### src/rtl/delay_event_pkg.sv
`default_nettype none
// +--------------------------------------------------------------------------+
// | Package  : delay_event_pkg                                               |
// | Purpose  : Shared types and helpers for the delay event scheduler:       |
// |            slot state encoding, a slot record type and the width        |
// |            helper for the in-flight counter.                             |
// | Revision : 1.0 - initial release                                         |
// +--------------------------------------------------------------------------+
package delay_event_pkg;

   localparam int C_DEF_NUM_SLOTS = 16;
   localparam int C_DEF_DELAY_W   = 8;
   localparam int C_DEF_TAG_W     = 4;
   localparam int C_DEF_CNT_W     = 32;

   // Per-slot life cycle: free, counting down, expired and waiting for drain.
   typedef enum logic [1:0] {
      SLOT_IDLE  = 2'd0,
      SLOT_COUNT = 2'd1,
      SLOT_PEND  = 2'd2
   } slot_state_e;

   // Architectural view of one slot at the default widths.
   typedef struct packed {
      slot_state_e                state;
      logic [C_DEF_DELAY_W-1:0]   remaining;
      logic [C_DEF_TAG_W-1:0]     tag;
   } slot_t;

   // The in-flight counter must be able to represent 0..num_slots inclusive.
   function automatic int inflight_width(input int num_slots);
      return $clog2(num_slots + 1);
   endfunction

   localparam int C_DEF_INFLIGHT_W = inflight_width(C_DEF_NUM_SLOTS);

endpackage
`default_nettype wire

### src/rtl/delay_event_scheduler_if.sv
`default_nettype none
// +--------------------------------------------------------------------------+
// | Interface : delay_event_scheduler_if                                     |
// | Purpose   : Request/completion handshakes and status of the scheduler.   |
// | Ports     : req_valid/req_ready/req_delay/req_tag  request channel       |
// |             done_valid/done_ready/done_tag          completion channel    |
// |             in_flight, cnt                          status               |
// |             modport master = requester/consumer, slave = scheduler       |
// | Revision  : 1.0 - initial release                                        |
// +--------------------------------------------------------------------------+
interface delay_event_scheduler_if
   import delay_event_pkg::*;
#(
   parameter int NUM_SLOTS = 16,
   parameter int DELAY_W   = 8,
   parameter int TAG_W     = 4,
   parameter int CNT_W     = 32
);
   localparam int INFLIGHT_W = inflight_width(NUM_SLOTS);

   logic                  req_valid;
   logic                  req_ready;
   logic [DELAY_W-1:0]    req_delay;
   logic [TAG_W-1:0]      req_tag;
   logic                  done_valid;
   logic                  done_ready;
   logic [TAG_W-1:0]      done_tag;
   logic [INFLIGHT_W-1:0] in_flight;
   logic [CNT_W-1:0]      cnt;

   modport master (
      output req_valid, req_delay, req_tag, done_ready,
      input  req_ready, done_valid, done_tag, in_flight, cnt
   );

   modport slave (
      input  req_valid, req_delay, req_tag, done_ready,
      output req_ready, done_valid, done_tag, in_flight, cnt
   );

endinterface
`default_nettype wire

### src/rtl/delay_event_slot.sv
`default_nettype none
// +--------------------------------------------------------------------------+
// | Module   : delay_event_slot                                              |
// | Purpose  : One timer slot: IDLE -> COUNT on load, COUNT -> PEND when the |
// |            down-counter expires, PEND -> IDLE when cleared.              |
// | Ports    : clk, rst_n       clock, async active-low reset                |
// |            load             accept a request into this slot              |
// |            load_delay/tag   request delay (0 treated as 1) and tag       |
// |            clear            completion of this slot handshaken           |
// |            is_idle/is_pend  registered state decodes                     |
// |            tag              stored request tag                           |
// | Revision : 1.0 - initial release                                         |
// +--------------------------------------------------------------------------+
module delay_event_slot
   import delay_event_pkg::*;
#(
   parameter int DELAY_W = 8,
   parameter int TAG_W   = 4
)(
   input  logic               clk,
   input  logic               rst_n,
   input  logic               load,
   input  logic [DELAY_W-1:0] load_delay,
   input  logic [TAG_W-1:0]   load_tag,
   input  logic               clear,
   output logic               is_idle,
   output logic               is_pend,
   output logic [TAG_W-1:0]   tag
);

   slot_state_e        r_state;
   slot_state_e        w_state_nxt;
   logic [DELAY_W-1:0] r_remaining;
   logic [DELAY_W-1:0] w_remaining_nxt;
   logic [TAG_W-1:0]   r_tag;
   logic [TAG_W-1:0]   w_tag_nxt;

   always_ff @(posedge clk or negedge rst_n) begin
      if (!rst_n) begin
         r_state     <= SLOT_IDLE;
         r_remaining <= '0;
         r_tag       <= '0;
      end else begin
         r_state     <= w_state_nxt;
         r_remaining <= w_remaining_nxt;
         r_tag       <= w_tag_nxt;
      end
   end

   // The counter is loaded with the full delay on the accepting edge and the
   // slot turns PEND on the edge where it would decrement to zero, so the
   // completion becomes visible exactly 'delay' cycles after acceptance.
   always_comb begin
      w_state_nxt     = r_state;
      w_remaining_nxt = r_remaining;
      w_tag_nxt       = r_tag;
      case (r_state)
         SLOT_IDLE: begin
            if (load) begin
               w_state_nxt     = SLOT_COUNT;
               w_remaining_nxt = (load_delay == '0) ? DELAY_W'(1) : load_delay;
               w_tag_nxt       = load_tag;
            end
         end
         SLOT_COUNT: begin
            w_remaining_nxt = r_remaining - DELAY_W'(1);
            if (r_remaining <= DELAY_W'(1)) begin
               w_state_nxt = SLOT_PEND;
            end
         end
         SLOT_PEND: begin
            if (clear) begin
               w_state_nxt = SLOT_IDLE;
            end
         end
         default: begin
            w_state_nxt = SLOT_IDLE;
         end
      endcase
   end

   assign is_idle = (r_state == SLOT_IDLE);
   assign is_pend = (r_state == SLOT_PEND);
   assign tag     = r_tag;

endmodule
`default_nettype wire

### src/rtl/delay_event_scheduler.sv
`default_nettype none
// +--------------------------------------------------------------------------+
// | Module   : delay_event_scheduler                                         |
// | Purpose  : Multi-slot timer engine. Accepts tagged "fire after N cycles" |
// |            requests (one per cycle max), runs them concurrently and      |
// |            returns each tag on a valid/ready completion channel, counting |
// |            handshaken completions.                                       |
// | Ports    : clk, rst_n   clock, async active-low reset                    |
// |            bus (slave)  request channel, completion channel, in_flight,  |
// |                         cnt                                              |
// | Revision : 1.0 - initial release                                         |
// +--------------------------------------------------------------------------+
module delay_event_scheduler
   import delay_event_pkg::*;
#(
   parameter int NUM_SLOTS = 16,
   parameter int DELAY_W   = 8,
   parameter int TAG_W     = 4,
   parameter int CNT_W     = 32
)(
   input  logic                   clk,
   input  logic                   rst_n,
   delay_event_scheduler_if.slave bus
);

   localparam int IDX_W      = (NUM_SLOTS > 1) ? $clog2(NUM_SLOTS) : 1;
   localparam int INFLIGHT_W = inflight_width(NUM_SLOTS);

   logic [NUM_SLOTS-1:0]            w_idle;
   logic [NUM_SLOTS-1:0]            w_pend;
   logic [NUM_SLOTS-1:0]            w_load;
   logic [NUM_SLOTS-1:0]            w_clear;
   logic [NUM_SLOTS-1:0][TAG_W-1:0] w_slot_tag;

   logic                  w_free_any;
   logic [IDX_W-1:0]      w_free_idx;
   logic                  w_pend_any;
   logic [IDX_W-1:0]      w_pend_idx;
   logic [IDX_W-1:0]      w_sel_idx;
   logic                  w_accept;
   logic                  w_done_valid;
   logic                  w_handshake;

   logic                  r_lock_valid;
   logic [IDX_W-1:0]      r_lock_idx;
   logic [INFLIGHT_W-1:0] r_in_flight;
   logic [CNT_W-1:0]      r_cnt;

   // ------------------------------------------------------------------
   // Slot array
   // ------------------------------------------------------------------
   for (genvar gi = 0; gi < NUM_SLOTS; gi++) begin : g_slot
      assign w_load[gi]  = w_accept    && (w_free_idx == IDX_W'(gi));
      assign w_clear[gi] = w_handshake && (w_sel_idx  == IDX_W'(gi));

      delay_event_slot #(
         .DELAY_W (DELAY_W),
         .TAG_W   (TAG_W)
      ) u_slot (
         .clk        (clk),
         .rst_n      (rst_n),
         .load       (w_load[gi]),
         .load_delay (bus.req_delay),
         .load_tag   (bus.req_tag),
         .clear      (w_clear[gi]),
         .is_idle    (w_idle[gi]),
         .is_pend    (w_pend[gi]),
         .tag        (w_slot_tag[gi])
      );
   end

   // ------------------------------------------------------------------
   // Lowest-index priority encoders (free slot, pending slot)
   // ------------------------------------------------------------------
   always_comb begin
      w_free_any = 1'b0;
      w_free_idx = '0;
      w_pend_any = 1'b0;
      w_pend_idx = '0;
      for (int i = NUM_SLOTS - 1; i >= 0; i--) begin
         if (w_idle[i]) begin
            w_free_any = 1'b1;
            w_free_idx = IDX_W'(i);
         end
         if (w_pend[i]) begin
            w_pend_any = 1'b1;
            w_pend_idx = IDX_W'(i);
         end
      end
   end

   // Slot state is registered, so readiness never depends on done_ready.
   assign w_accept = bus.req_valid && w_free_any;

   // ------------------------------------------------------------------
   // Completion presentation with lock
   // ------------------------------------------------------------------
   // Once a completion has been shown and not taken, the lock pins the
   // selection so a lower slot expiring later cannot swap the tag under
   // the consumer. A locked slot is PEND by construction.
   assign w_sel_idx    = r_lock_valid ? r_lock_idx : w_pend_idx;
   assign w_done_valid = r_lock_valid || w_pend_any;
   assign w_handshake  = w_done_valid && bus.done_ready;

   always_ff @(posedge clk or negedge rst_n) begin
      if (!rst_n) begin
         r_lock_valid <= 1'b0;
         r_lock_idx   <= '0;
      end else if (w_handshake) begin
         r_lock_valid <= 1'b0;
      end else if (w_done_valid) begin
         r_lock_valid <= 1'b1;
         r_lock_idx   <= w_sel_idx;
      end
   end

   // ------------------------------------------------------------------
   // Occupancy and completion counters
   // ------------------------------------------------------------------
   always_ff @(posedge clk or negedge rst_n) begin
      if (!rst_n) begin
         r_in_flight <= '0;
      end else if (w_accept && !w_handshake) begin
         r_in_flight <= r_in_flight + INFLIGHT_W'(1);
      end else if (!w_accept && w_handshake) begin
         r_in_flight <= r_in_flight - INFLIGHT_W'(1);
      end
   end

   always_ff @(posedge clk or negedge rst_n) begin
      if (!rst_n) begin
         r_cnt <= '0;
      end else if (w_handshake) begin
         r_cnt <= r_cnt + CNT_W'(1);
      end
   end

   // ------------------------------------------------------------------
   // Outputs
   // ------------------------------------------------------------------
   assign bus.req_ready  = w_free_any;
   assign bus.done_valid = w_done_valid;
   assign bus.done_tag   = w_done_valid ? w_slot_tag[w_sel_idx] : '0;
   assign bus.in_flight  = r_in_flight;
   assign bus.cnt        = r_cnt;

endmodule
`default_nettype wire

### src/flat_wrapper.sv
// flat-port wrapper written by rule: the top's interface ports become plain ports
module delay_event_scheduler_flat import delay_event_pkg::*;
#(
   parameter int NUM_SLOTS = 16,
   parameter int DELAY_W   = 8,
   parameter int TAG_W     = 4,
   parameter int CNT_W     = 32
)
  (clk, rst_n, bus_req_valid, bus_req_delay, bus_req_tag, bus_done_ready, bus_req_ready, bus_done_valid, bus_done_tag, bus_in_flight, bus_cnt);
  delay_event_scheduler_if #(.NUM_SLOTS(NUM_SLOTS), .DELAY_W(DELAY_W), .TAG_W(TAG_W), .CNT_W(CNT_W)) bus_i ();
  input  logic clk;
  input  logic rst_n;
  input wire logic [$bits(bus_i.req_valid)-1:0] bus_req_valid;
  input wire logic [$bits(bus_i.req_delay)-1:0] bus_req_delay;
  input wire logic [$bits(bus_i.req_tag)-1:0] bus_req_tag;
  input wire logic [$bits(bus_i.done_ready)-1:0] bus_done_ready;
  output wire logic [$bits(bus_i.req_ready)-1:0] bus_req_ready;
  output wire logic [$bits(bus_i.done_valid)-1:0] bus_done_valid;
  output wire logic [$bits(bus_i.done_tag)-1:0] bus_done_tag;
  output wire logic [$bits(bus_i.in_flight)-1:0] bus_in_flight;
  output wire logic [$bits(bus_i.cnt)-1:0] bus_cnt;
  assign bus_i.req_valid = bus_req_valid;
  assign bus_i.req_delay = bus_req_delay;
  assign bus_i.req_tag = bus_req_tag;
  assign bus_i.done_ready = bus_done_ready;
  assign bus_req_ready = bus_i.req_ready;
  assign bus_done_valid = bus_i.done_valid;
  assign bus_done_tag = bus_i.done_tag;
  assign bus_in_flight = bus_i.in_flight;
  assign bus_cnt = bus_i.cnt;
  delay_event_scheduler #(.NUM_SLOTS(NUM_SLOTS), .DELAY_W(DELAY_W), .TAG_W(TAG_W), .CNT_W(CNT_W)) u_core (.clk(clk), .rst_n(rst_n), .bus(bus_i));
endmodule
### config.mk
export PLATFORM = sky130hd
export DESIGN_NAME = delay_event_scheduler_flat
export DESIGN_NICKNAME = d
export VERILOG_FILES = /design/src/rtl/delay_event_pkg.sv /design/src/rtl/delay_event_scheduler_if.sv /design/src/rtl/delay_event_slot.sv /design/src/rtl/delay_event_scheduler.sv /design/src/flat_wrapper.sv
export SDC_FILE = /design/constraint.sdc
export NUM_CORES = 1
export LEC_CHECK = 0
export CORE_MARGIN = 1.5
export CORE_UTILIZATION = 29
export CTS_CLUSTER_SIZE = 16
export DETAILED_ROUTE_END_ITERATION = 7
export HOLD_SLACK_MARGIN = 0.1
export PLACE_DENSITY = 0.53
export REMOVE_ABC_BUFFERS = 1
export SLEW_MARGIN = 15
export SYNTH_ARGS = -nofsm -noshare
export SYNTH_HDL_FRONTEND = slang
export SYNTH_SLANG_ARGS = --single-unit
### constraint.sdc
create_clock -name clk -period 4.05 [get_ports clk]
set_input_delay 1.0125 -clock clk [delete_from_list [all_inputs] [get_ports clk]]
set_output_delay 1.0125 -clock clk [all_outputs]
set_load 0.005 [all_outputs]
After elaboration in Yosys (flattened, before gate mapping):

Index checks and enable logic that the tools add are counted.

* equality and inequality tests: 110
* magnitude comparators: 17
* add/subtract/negate cells: 19
* reductions and logical operators: 125
* multiplexer cells: 169
* bitwise logic cells: 1

Operator list (count)
* $pmux 8 s2: 16
* $mux 4: 35
* $mux 8: 17
* $le 8x1->1 const B: 16
* $sub 8x1->8 const B: 16
* $mux 2: 48
* $ne 2x2->1 const B: 48
* $pmux 2 s3: 16
* $reduce_and 2->1: 33
* $eq 4x4->1 const B: 16
* $reduce_and 3->1: 16
* $logic_and 1x1->1: 36
* $reduce_bool 2->1: 18
* $mux 1: 34
* $add 32x1->32 const B: 1
* $eq 2x1->1 const B: 16
* $eq 2x2->1 const B: 16
* $eq 4x3->1 const B: 8
* $logic_not 2->1: 16
* $bmux 4 s4: 1
* $eq 4x2->1 const B: 4
* $mux 5: 2
* $eq 4x1->1 const B: 2
* $logic_not 4->1: 2
* other kinds (7): 8

* output and inout port bits: 43
* logic and storage cells: 493
* input port bits: 16
* bits in registers: 266

Depth between registers and ports, before layout:

Gate-level depths: netlist (run 1).

* word-level depth: 22
* gate-level depth with buffers: 14
* gate-level depth less buffers: 13

By module:

Synthesis (run 1) repeated with hierarchy kept, for this count alone.

* cell total of the unflattened synthesis: 1792
* area, all modules: 16145.5 sq um

Modules (own cells, without submodules)
* delay_event_slot (u_core.g_slot[0].u_slot ...): area an instance 818.3 sq um, cells an instance 89, sequential area each 350.3 sq um, instances 14
* delay_event_scheduler: area an instance 3080.5 sq um, cells an instance 374, sequential area each 1051.0 sq um, instances 1
* delay_event_slot (u_core.g_slot[8].u_slot): area an instance 819.5 sq um, cells an instance 88, sequential area each 350.3 sq um, instances 1
* delay_event_slot (u_core.g_slot[9].u_slot): area an instance 789.5 sq um, cells an instance 84, sequential area each 350.3 sq um, instances 1

Worst setup path after synthesis (run 1):

OpenSTA, ideal clock, no wires.

* path kind: register to output
* start: reg u_core.g_slot[7].u_slot.r_state[0]
* end: out bus_done_tag[0]
* cell stages (with the launch flop): 11
* arrival: 2.168 ns
* path buffers: 2
* data required time: 3.038 ns
* path slack: 0.870 ns
* cells stage by stage: dfrtp_1 -> and2b_1 -> nor2b_2 -> a211oi_4 -> a21oi_4 -> o21a_1 -> buf_6 -> buf_2 -> o211ai_1 -> a21oi_1 -> nor4_1

* word-level cells in the longest chain between the ends: 13
* elaborated cells on any way between the ends: 22
* those cells by class: eq/ne (1); mux (20); reduce/logical (1)

RTL lines
* from (decl): RTL line delay_event_slot.sv:31 `slot_state_e r_state;`
* from (signal assigned): RTL line delay_event_slot.sv:44 `r_state <= w_state_nxt;`
* $eq 2x2->1 (*): RTL line delay_event_slot.sv:83 `assign is_pend = (r_state == SLOT_PEND);`
* $mux 4 (8 in a row): RTL line delay_event_scheduler.sv:85 `if (w_pend[i]) begin`
* $mux 4: RTL line delay_event_scheduler.sv:101 `assign w_sel_idx = r_lock_valid ? r_lock_idx : w_pend_idx;`
* $bmux 4 s4: RTL line delay_event_scheduler.sv:143 `assign bus.done_tag = w_done_valid ? w_slot_tag[w_sel_idx] : '0;`
* $mux 4 (not written as such): RTL line delay_event_scheduler.sv:143
* $mux 4 (*): RTL line delay_event_scheduler.sv:143
* to (decl): RTL line flat_wrapper.sv:19 `output wire logic [$bits(bus_i.done_tag)-1:0] bus_done_tag;`

Every way passes the cells marked *; elsewhere a longest branch is shown, timed or not. The select of a mux whose other input is x is not followed.

Worst setup path in the final report (run 1):

* start: reg u_core.g_slot[6].u_slot.r_state[0]
* end: out bus_done_tag[0]

* word-level cells in the longest chain between the ends: 12
* elaborated cells on any way between the ends: 20
* those cells by class: eq/ne (1); mux (18); reduce/logical (1)

RTL lines (RTL line)
* from (decl): delay_event_slot.sv:31
* from (signal assigned): delay_event_slot.sv:44
* $eq 2x2->1 (*): delay_event_slot.sv:83
* $mux 4 (7 in a row): delay_event_scheduler.sv:85
* $mux 4: delay_event_scheduler.sv:101
* $bmux 4 s4: delay_event_scheduler.sv:143
* $mux 4 (not written as such): delay_event_scheduler.sv:143
* $mux 4 (*): delay_event_scheduler.sv:143

Marked as above.

==> results of run 1 <==
worst min path at each step:
stage / endpoint / cells after the start
final: u_core.g_slot[13].u_slot.r_remaining[7] / 1
after global routing: u_core.bus.in_flight[4] / 1
after CTS: u_core.bus.in_flight[4] / 1
after detailed placement: u_core.bus.in_flight[4] / 1
after global placement: u_core.bus.cnt[31] / 1
after floorplan: u_core.g_slot[0].u_slot.tag[0] / 2
registers in the layout, indices dropped and copies added (netlist names):
signal / flops
u_core.g_slot.u_slot.r_remaining: 128
u_core.r_lock_valid: 1
u_core.r_lock_idx: 4
u_core.bus.cnt: 32
u_core.bus.in_flight: 5
u_core.g_slot.u_slot.r_state: 32
u_core.g_slot.u_slot.tag: 64
critical path: stages, from the launching register on:
cell	delay, ns
dfrtp_1	0.41
nand2b_4	0.17
nor2b_4	0.15
a211oi_4	0.33
buf_6	0.16
clkbuf_4	0.18
and4_1	0.22
nor3_2	0.05
mux2i_1	0.15
o21ai_1	0.09
nor4_2	0.32
buf_2	0.17
metal layers:
layer,up-vias,share of wire,track usage
met2,346,0.44,0.262
met3,76,0.053,0.0306
met4,0,0.024,0.0539
met1,6304,0.48,0.236
li1,6159,-,-
met5,-,0,0
area by class of cell:
class                      count  area [sq um]  share of cell area
inverter                      78           293              0.0165
antenna                        3          7.51            0.000422
sequential                   266          6660               0.374
clock inverter                19           231              0.0130
clock buffer                  43           946              0.0532
timing repair buffer         134          1210              0.0680
tap                          672           841              0.0472
multi-input combinational   1221          7610               0.428
power groups by stage:
stage / sequential [mW] / combinational (mW) / clock, mW
floorplan: 3.82 / 3.03 / 0
global placement: 3.94 / 4.65 / 0
detailed placement: 3.94 / 4.72 / 0
CTS: 3.91 / 4.76 / 3.27
global route: 4.03 / 5.49 / 3.39
finish: 3.94 / 4.98 / 3.18
stage by stage:
step | instances | hold WS [ns] | power, mW | util
2_1_floorplan | 1565 | 0.446 | 6.85 | -
3_3_place_gp | 2358 | 0.455 | 8.59 | 0.326
3_5_place_dp | 2358 | 0.466 | 8.67 | 0.326
4_1_cts | 2423 | 0.475 | 11.9 | 0.350
5_1_grt | 2433 | 0.504 | 12.9 | 0.353
6_report | 2436 | 0.457 | 12.1 | 0.353
placed cells by master (no fill, tap or decap), types with 7 or more instances in the layout:
| master | n |
|---|---|
| xnor2_1 | 29 |
| and3_1 | 11 |
| a21o_1 | 13 |
| a21oi_1 | 68 |
| or2_2 | 9 |
| clkdlybuf4s50_1 | 53 |
| nor4_1 | 17 |
| nor3_1 | 64 |
| mux2_2 | 21 |
| o21ai_1 | 12 |
| dfrtp_1 | 266 |
| clkinv_2 | 7 |
| nor2_1 | 111 |
| o31ai_1 | 13 |
| mux2i_1 | 16 |
| or3_1 | 23 |
| ha_1 | 37 |
| a22oi_1 | 12 |
| o211ai_1 | 80 |
| a221o_1 | 42 |
| and4_1 | 9 |
| nand2_1 | 217 |
| nand3_1 | 77 |
| buf_4 | 68 |
| clkbuf_16 | 35 |
| inv_1 | 77 |
| nand4_1 | 7 |
| o41ai_1 | 9 |
| or4_1 | 10 |
| o311ai_0 | 9 |
| o21ai_0 | 132 |
| nor2b_1 | 20 |
| and2_1 | 9 |
| xor2_1 | 7 |
| nand2b_1 | 35 |
| o22ai_1 | 13 |
cell families after synthesis:
group / count (synthesis) / synth area share
and+or+nand+nor: 660 / 0.218
DFF: 266 / 0.448
buffers and inverters: 169 / 0.0470
AOI/OAI and AO/OA: 450 / 0.207
adders and majority gates: 38 / 0.0325
xor gates and xnor gates: 36 / 0.0212
muxes: 37 / 0.0267
timing repair:
action,CTS,global route
resized for setup,8,31
pin swaps,3,10
setup buffers,3,10
endpoints found under the setup margin,4,4
==> impl_metrics.csv, run 1 <==
group,metric,value,unit
status,outcome,"completed",
pwr,pwr-share-seq,0.326,
placed_design,gp_congestion,0.869,
synthesis,yosys.area.top_type,"dfrtp_1",
synthesis,netlist_area,0.0149,sq mm
pwr,p_int,7.25,mW
clocking,clk_pin_slew_worst_paths,0.06,ns
grt,grtUsageTotal,0.168,
grt,grt_max_degree,88,
sta,hold_viol,0,
floorplanning,placement_rows,82,
route,drt_first_pass_iters,5,
layout,fin_area,0.0178,sq mm
setup_path,crit_required,3.04,ns
floorplanning,io_pins,59,
synthesis,async_reset_ff_frac,1.00,
setup_path,cp-startpoint,"u_core.g_slot[6].u_slot.r_state[0]",
sta,worst_pin_slew,0.794,ns
grt,grt_overflow_total,0,
sta,min_period_over_period,0.977,
sta,rsz0062_at_grt,"false",
setup_path,crit_path_start_kind,"flip-flop",
setup_path,endpoint_kind,"output pin",
synthesis,synthTopCellsByArea,"dfrtp_1 (45%), nand2_1 (5.5%), o21ai_0 (4.5%), o211ai_1 (4.0%), ha_1 (3.1%)",
route,routedWlPerCell,18.1,um
pwr,vdd_drop_max,0.386,mV
layout,area_delta_synth_final,19.8,%
sta,clock_skew,0.0234,ns
job,maxCapViolations,0,
pwr,p_leak,7.47,nW
grt,antenna_found_initial,1,
floorplanning,core,0.0504,sq mm
route,drtIter0Drc,983,
pwr,p_per_area,679,mW/mm^2
clocking,ctsHoldBuffers,0,
pwr,p_sw_frac,0.400,
setup_path,reg2reg_to,"u_core.bus.in_flight[4]",
sta,tns,0,ns
route,drc_errors,0,
pwr,p_comb_frac,0.412,
route,ant_nets,0,
sta,setup_viol,0,
clocking,clock_latency,0.55,ns
setup_path,rrSetupSlack,0.81,ns
grt,grt_pass1_vias,12400,
placed_design,placed_area,0.0164,sq mm
pwr,p_sw,4.84,mW
synthesis,synth_edf_count,0,
layout,drive_gt1_frac,0.121,
setup_path,critical_path_class,"flip-flop to output pin",
synthesis,postSynthAreaPerCell,8.97,sq um
placed_design,port_buffers,58,
synthesis,yosysSeqAreaShare,0.448,
synthesis,netlist.area_leader.share,0.448,
clocking,cts_htree_levels,2,
setup_path,critical_path_arrival,2.94,ns
floorplanning,dieArea,0.0526,sq mm
setup_path,timing.rr.start,"u_core.g_slot[0].u_slot.r_state[0]",
route,routed-via-count,12900,
route,wl,44000,um
sta,min_period,3.96,ns
clocking,cts.sinks,266,
clocking,cts_tree,"built",
route,viasPerCell,5.29,
sta,fin_ws,0.0941,ns
synthesis,yosys_warnings,0,
synthesis,synthTopCellsByCount,"dfrtp_1 (266), nand2_1 (217), o21ai_0 (135), nor2_1 (113), o211ai_1 (80)",
setup_path,timing.critical_path.to,"bus_done_tag[0]",
floorplanning,die_x,229,um
sta,relSlewSlack,0.469,
synthesis,post_synth_inst_count,1656,
grt,grt_pass1_wl,70700,um
placed_design,dp_slack,0.241,ns
synthesis,yosys.cell_count.top_type,"dfrtp_1",
sta,fmax,0.253,GHz
synthesis,ys_seq_elements,266,
placed_design,dp_hpwl,30800,um
floorplanning,fp.dieH,229,um
layout,fill_cells,5119,
clocking,clockRootBuffer,"clkbuf_16",
floorplanning,start_util,0.295,
synthesis,synth_ff_type,"dfrtp_1",
clocking,clock_path_buffers,3,
hold_path,min_path_type,"primary input to async pin",
setup_path,crit_fanout,7,
layout,nets,1789,
pwr,p_clk_frac,0.263,
setup_path,r2r_cells,13,
synthesis,yosysUniqueCellTypes,79,
sta,maxSlewViolCount,0,
clocking,cts-buffers-inserted,34,
Note: power is estimated with default switching activity, not from simulation.
==> run 2: changes to the inputs <==
--- a/config.mk
+++ b/config.mk
@@ -5,6 +5,8 @@
 export SDC_FILE = /design/constraint.sdc
 export NUM_CORES = 1
 export LEC_CHECK = 0
+export ABC_CLOCK_PERIOD_IN_PS = 4050
+export CAP_MARGIN = 20
 export CORE_MARGIN = 1.5
 export CORE_UTILIZATION = 29
 export CTS_CLUSTER_SIZE = 16
==> results of run 2 <==
The final DEF is identical to that of run 1; final timing and power are the same.
